### config.mk
export PLATFORM = sky130hd
export DESIGN_NAME = kpn_fifo_channel
export DESIGN_NICKNAME = d
export VERILOG_FILES = /design/src/rtl/kpn_fifo_channel.sv
export SDC_FILE = /design/constraint.sdc
export NUM_CORES = 1
export LEC_CHECK = 0
export CAP_MARGIN = 20
export CORE_UTILIZATION = 35
export DETAILED_ROUTE_END_ITERATION = 8
export PLACE_DENSITY = 0.55
export SETUP_SLACK_MARGIN = 0.5
export SYNTH_ARGS = -nofsm -noshare
export SYNTH_HDL_FRONTEND = slang
export SYNTH_SLANG_ARGS = --single-unit
export TNS_END_PERCENT = 100
### constraint.sdc
create_clock -name clk -period 5.8 [get_ports clk]
set_input_delay 0.58 -clock clk [delete_from_list [all_inputs] [get_ports clk]]
set_output_delay 0.58 -clock clk [all_outputs]
set_load 0.01 [all_outputs]
### src/rtl/kpn_fifo_channel.sv
// kpn_fifo_channel: bounded FIFO channel with Kahn blocking semantics.
// Writes to a full channel and reads from an empty channel are refused.
//
// Ports:
//   clk       in   clock, all logic on posedge
//   rst_n     in   synchronous reset, active-low
//   wr        in   producer write request
//   data_in   in   token written when the write is accepted
//   full      out  count == DEPTH
//   rd        in   consumer read request
//   data_out  out  registered token from the last accepted read
//   rd_valid  out  one-cycle pulse, data_out holds a new token
//   empty     out  count == 0
//   max_count out  peak occupancy since reset (KPN_FIFO_WATERMARK_EN only)
//   count     out  current occupancy, 0..DEPTH
//
// Build option: define KPN_FIFO_WATERMARK_EN to add the max_count
// peak-occupancy register and port.
module kpn_fifo_channel #(
    parameter int DATA_W = 16,
    parameter int DEPTH  = 8,
    parameter int CNT_W  = 4
) (
    input  logic              clk,
    input  logic              rst_n,
    input  logic              wr,
    input  logic [DATA_W-1:0] data_in,
    output logic              full,
    input  logic              rd,
    output logic [DATA_W-1:0] data_out,
    output logic              rd_valid,
    output logic              empty,
`ifdef KPN_FIFO_WATERMARK_EN
    output logic [CNT_W-1:0]  max_count,
`endif
    output logic [CNT_W-1:0]  count
);

    localparam int PTR_W = $clog2(DEPTH);
    localparam logic [CNT_W-1:0] DEPTH_C = CNT_W'(DEPTH);

    logic [DATA_W-1:0] mem_q [DEPTH];

    logic [PTR_W-1:0]  wr_ptr_q, wr_ptr_d;
    logic [PTR_W-1:0]  rd_ptr_q, rd_ptr_d;
    logic [CNT_W-1:0]  count_q, count_d;
    logic [DATA_W-1:0] data_out_q, data_out_d;
    logic              rd_valid_q, rd_valid_d;

    logic full_w;
    logic empty_w;
    logic wr_acc;
    logic rd_acc;

    // Flags come from the registered count only, never from the pointers.
    always_comb begin
        full_w  = (count_q == DEPTH_C);
        empty_w = (count_q == '0);
        rd_acc  = rd & ~empty_w;
        // A full channel still takes a write when a read frees a slot
        // on the same edge; an empty channel never bypasses to a read.
        wr_acc  = wr & (~full_w | rd_acc);
    end

    always_comb begin
        wr_ptr_d   = wr_ptr_q;
        rd_ptr_d   = rd_ptr_q;
        count_d    = count_q;
        data_out_d = data_out_q;
        rd_valid_d = 1'b0;

        // Power-of-two depth: pointer wrap is the natural overflow.
        if (wr_acc) begin
            wr_ptr_d = wr_ptr_q + PTR_W'(1);
        end

        if (rd_acc) begin
            rd_ptr_d   = rd_ptr_q + PTR_W'(1);
            data_out_d = mem_q[rd_ptr_q];
            rd_valid_d = 1'b1;
        end

        unique case ({wr_acc, rd_acc})
            2'b10:   count_d = count_q + CNT_W'(1);
            2'b01:   count_d = count_q - CNT_W'(1);
            default: count_d = count_q;
        endcase
    end

    always_ff @(posedge clk) begin
        if (!rst_n) begin
            wr_ptr_q   <= '0;
            rd_ptr_q   <= '0;
            count_q    <= '0;
            data_out_q <= '0;
            rd_valid_q <= 1'b0;
        end else begin
            wr_ptr_q   <= wr_ptr_d;
            rd_ptr_q   <= rd_ptr_d;
            count_q    <= count_d;
            data_out_q <= data_out_d;
            rd_valid_q <= rd_valid_d;
        end
    end

    // Storage is not cleared by reset, but reset still blocks writes.
    always_ff @(posedge clk) begin
        if (rst_n && wr_acc) begin
            mem_q[wr_ptr_q] <= data_in;
        end
    end

`ifdef KPN_FIFO_WATERMARK_EN
    logic [CNT_W-1:0] max_count_q, max_count_d;

    always_comb begin
        max_count_d = max_count_q;
        if (count_d > max_count_q) begin
            max_count_d = count_d;
        end
    end

    always_ff @(posedge clk) begin
        if (!rst_n) begin
            max_count_q <= '0;
        end else begin
            max_count_q <= max_count_d;
        end
    end

    assign max_count = max_count_q;
`endif

    assign full     = full_w;
    assign empty    = empty_w;
    assign count    = count_q;
    assign data_out = data_out_q;
    assign rd_valid = rd_valid_q;

endmodule

== Word-level counts from Yosys, hierarchy flattened ==
Memories as Yosys holds them, arrays and structs flattened. A register that Yosys moved wholly into a read port is not among the register bits.
Cells that the tools add are included.

* Shift operators: 0
* Bitwise operators: 5
* Add/subtract/negate cells: 4
* Muxes and demuxes: 4
* Order comparisons: 0
* Reduce and logical (&&, ||, !) cells: 4
* Multipliers: 0
* Div/mod/pow operators: 0
* Eq/ne operators: 3

{| class="wikitable"
|+ Operator list
! operator !! count
|-
| case mux 4 bit (2 select lines) || 1
|-
| adder 3 x 1 -> 3 bit, second input constant || 2
|-
| adder 4 x 1 -> 4 bit, second input constant || 1
|-
| == test 4 bit, second input constant || 1
|-
| logical NOT 4 bit || 1
|-
| subtractor 4 x 1 -> 4 bit, second input constant || 1
|-
| two-way mux 1 bit || 3
|-
| AND 1 bit || 2
|-
| == test 2 x 1 -> 1 bit, second input constant || 1
|-
| == test 2 bit, second input constant || 1
|-
| NOT 1 bit || 2
|-
| nonzero test 2 bit || 1
|-
| logical AND 1 bit || 1
|-
| logical NOT 1 bit || 1
|-
| bitwise OR 1 bit || 1
|}

* Output and inout bits: 23
* Register bits after elaboration: 11
* Memories kept: 1
* RAM bits: 128
* ROM bits: 0
* Input port bits: 20
* Latch bits: 0

{| class="wikitable"
|+ Memories
! memory !! depth !! width !! read ports !! clocked after memory_dff !! wr ports !! line !! source
|-
| mem_q || 8 || 16 || 1 || 1 || 1 || 42 || <nowiki>logic [DATA_W-1:0] mem_q [DEPTH];</nowiki>
|}

== Depth between registers and ports, before layout ==
* Depth after elaboration: 8
* Gate-level depth with buffers: 11
* Mapped depth without buffers: 8

== Worst setup path after synthesis ==
Ideal clock, no wire load.

* Kind: input port to flip-flop
* Start: input wr
* End: memory mem_q[1][0] (enable)
* Data arrival time: 2494 ps
* Slack: 2876 ps
* Buffers on the path: 1
* Cell stages on the path: 3
* Data required time: 5370 ps
* Cells stage by stage: buf_2 > o21ai_4 > nor4_1

* Longest elaborated chain between the ends: 4

{| class="wikitable"
|+ RTL lines
! element !! line !! source
|-
| start: declaration || 26 || <nowiki>input logic wr,</nowiki>
|-
| AND 1 bit || 62 || <nowiki>wr_acc = wr & (~full_w | rd_acc);</nowiki>
|-
| logical AND 1 bit || 108 || <nowiki>if (rst_n && wr_acc) begin</nowiki>
|-
| two-way mux 1 bit || 108 ||
|-
| two-way mux 1 bit (implied by the code) || 109 || <nowiki>mem_q[wr_ptr_q] <= data_in;</nowiki>
|-
| end: declaration || 42 ||
|}

Every way passes these cells.

== Final worst setup path ==
* Start: input rst_n
* End: memory mem_q[0][2] (enable)

* Longest elaborated chain between the ends: 3

{| class="wikitable"
|+ RTL lines
! element !! line !! source
|-
| start: declaration || 25 || <nowiki>input logic rst_n,</nowiki>
|-
| logical AND 1 bit || 108 ||
|-
| two-way mux 1 bit || 108 ||
|-
| two-way mux 1 bit (implied by the code) || 109 ||
|}

Every way passes these cells.

==> metrics.md <==
| Metric | Value |
|---|---|
| Fin cells | 611 |
| Outcome | finished, final reports clean |
| First-pass GRT wire length | between 15000 and 20000 um |
| DR vias/cell | between 4 and 5 |
| Dpl hpwl | 6801 um |
| Core area | 16700 um^2 |
| Die ar. | 17720 um^2 |
| CP endpoint kind | register |
| Final Critical Period | 2.913 ns |
| Commonest cells in the netlist | 128 x edfxtp_1, 32 x mux4_2, 27 x dfxtp_1, 20 x a21oi_1, 17 x mux2i_1 |
| Syn Nets | around 350 |
| Mapped Cells | 324 |
| ANT nets after route | 0 |
| Final Util | 0.4362 |
| Count leader, synth | edfxtp_1 |
| WP data arrival | 3.01 ns |
| Area leader, netlist | edfxtp_1 |
| Leakage power | 2.284 nW |
| Routed WL | roughly 12000 um |
| IO Count | 43 |
| Root Driver | clkbuf_16 |
| Hold Violations, Final | 0 |
| DIE WIDTH | 133.1 um |
| Design area | 7286 um^2 |
| Share of post-route cells with drive strength above 1 | 0.2225 |
| Via count | 3018 |
| Post-CTS sizing | 0 |
| Max-cap viol count | 0 |
| Hold_buf cts | 0 |
| Total Neg Setup Slack | 0 ns |
| Critical Path RT | between 5 and 6 ns |
| Number of synthesized flops with an enable pin | between 100 and 150 |
| Antenna Cells | 0 |
| Synth unique cells | 38 |
| DRT iter0 DRCs | between 200 and 250 |
| Worst-Margin Slew | 0.8826 ns |
| Drt drc | 0 |
| PwrDens | 433.2 nW/um^2 |
| Area contributors post-synth | edfxtp_1 64%, mux4_2 12%, dfxtp_1 9.0%, mux2i_1 2.8%, a21oi_1 1.7% |
| Placed cell count | 579 |
| Grt ovf | 0 |
| Worst Setup Slack, final | 2.887 ns |
| RSZ-0062 raised after global routing | no |
| Relative slew slack | 0.4098 |
| Critical Path Max Stage Delay | 1.05 ns |
| H-tree depth | 4 |
| CTS tree | built |
| Register bit total from synthesis | 155 |
| Slew Viols, Final | 0 |
| Ys Warns | 0 |
| Die height | 133.1 um |
| Cts bufs inserted | 17 |
| Initial antenna violation count | 0 |
| Synth Flop Type | edfxtp_1 |
| Clk_lat worst skew | 0.42 ns |
| Post-DP Area | around 6700 um^2 |
| Post-synth ARST share | 0 |
| GRT Util Overall | 0.1439 |
| Clock sink count | roughly 160 |
| Crit path max fanout | 23 |
| Post-Place Setup Slack | 2.424 ns |
| Startpoint Class | primary input |
| Starting Density | 0.3604 |
| Vias in the first global route | 3197 |
| Syn_area_per_cell | 18.57 um^2 |
| Post-synthesis sequential area ratio | 0.7285 |
| GP Congestion | just under 0.7 |
| Setup violations, final | 0 |
| Port Buffers | 42 |
| Worst-path cell chain | clkdlybuf4s50_1 > clkinv_1 > or3_1 > nor3_2 > buf_4 |
| Synth Cell Area | 6018 um^2 |
| Final nets | 403 |
| Max Fclk | 343.3 MHz |
| Drt first pass iters | 5 |
| Min-Delay Path Class | reg2reg |
| WL/cell | 19.44 um |
| Synth top area share | 0.6387 |
| CP max stage cell | clkdlybuf4s50_1 |
| Max IR drop VDD | between 0.2 and 0.25 mV |
| Area Overhead vs Synth | 21.06% |
| Post-CTS setup repair buffer count | 0 |
| CTS Buffer Depth | 2 |
| Crit path kind | in2reg |
| Final worst path period share | 0.5022 |
| Clk slew on worst S/H paths | 0.06 ns |
| Layout Skew | 0.01060 ns |
| Site Rows | 47 |
| Largest net degree at the start of global routing | 37 |
-- flip-flops by register name, indices dropped and copies added (netlist names) --
register	count
rd_ptr_q	3
rd_valid	1
wr_ptr_q	3
data_out	16
count	4
mem_q	128
-- cells by family after synthesis --
group,share of synthesized area
AO/OA/AOI/OAI,0.05281
XOR/XNOR,0.01019
adder cells (fa/ha/maj),0.01164
buffers and inverters,0.02037
flip-flops,0.7285
multiplexers,0.1480
AND/OR/NAND/NOR,0.02848
-- placed cells by master, fill, tap and decap left out, types with 2 or more instances in the layout --
| cell | Yosys | layout |
|---|---|---|
| mux2i_1 | 17 | 17 |
| edfxtp_1 | 128 | 128 |
| buf_4 | 3 | 12 |
| nor3_2 | 0 | 4 |
| nand4b_1 | 2 | 2 |
| nor4_2 | 0 | 2 |
| nor2_1 | 12 | 12 |
| clkbuf_16 | 0 | 17 |
| nand2_1 | 7 | 7 |
| mux4_2 | 32 | 32 |
| inv_6 | 0 | 2 |
| xor2_1 | 3 | 3 |
| o21ai_1 | 3 | 3 |
| ha_1 | 4 | 4 |
| clkinvlp_4 | 0 | 4 |
| o211ai_1 | 2 | 2 |
| inv_1 | 4 | 4 |
| nand3_1 | 3 | 3 |
| o21ai_0 | 15 | 15 |
| a21oi_1 | 20 | 20 |
| clkinv_2 | 0 | 5 |
| clkdlybuf4s50_1 | 0 | 42 |
| dfxtp_1 | 27 | 26 |
| xnor2_1 | 4 | 4 |
-- worst paths after layout --
path	startpoint	end	slack, ns	cells after the start
hold / removal	data_out[4]	data_out[4]	0.54	2
setup / recovery	rst_n	mem_q[0][2]	2.89	5
hold reg to reg	data_out[4]	data_out[4]	0.54	2
setup reg to reg	count[0]	count[3]	3.11	9
-- metal layers --
layer,GRT usage,part of all wire,vias up
met4,0.06250,0.016,0
li1,-,-,1407
met1,0.1899,0.47,1541
met2,0.2289,0.48,59
met5,0,0,-
met3,0.03272,0.031,11
-- where the power goes --
part / internal [mW] / switching, mW / leakage (nW) / total [mW]
combinational: 0.393 / 0.349 / 0.641 / 0.742
sequential: 1.29 / 0.0907 / 1.38 / 1.38
clock: 0.591 / 0.440 / 0.264 / 1.03
-- layout make-up --
| type | instances | area, um^2 |
|---|---|---|
| repair buffers | 54 | 510.5 |
| clock inverters | 14 | 122.6 |
| flip-flops and latches | 155 | 4385 |
| fillers | 1468 | 9415 |
| clock buffers | 18 | 429.2 |
| well taps | 220 | 275.3 |
| multi-input cells | 145 | 1544 |
| inverters | 5 | 18.77 |
-- through the flow --
step / power, mW / hold slack (ns)
floorplan: 1.901 / 0.5362
detailed placement: 2.164 / 0.5376
global route: 3.298 / 0.5620
CTS: 3.194 / 0.5490
global placement: 2.160 / 0.5370
finish: 3.156 / 0.5394
-- worst max-delay path, delay by kind of cell --
family                 cells  cell delay, ns
buffers and inverters      3            1.85
AND/OR/NAND/NOR            2            0.56
Note: power is estimated with default switching activity, not from simulation.
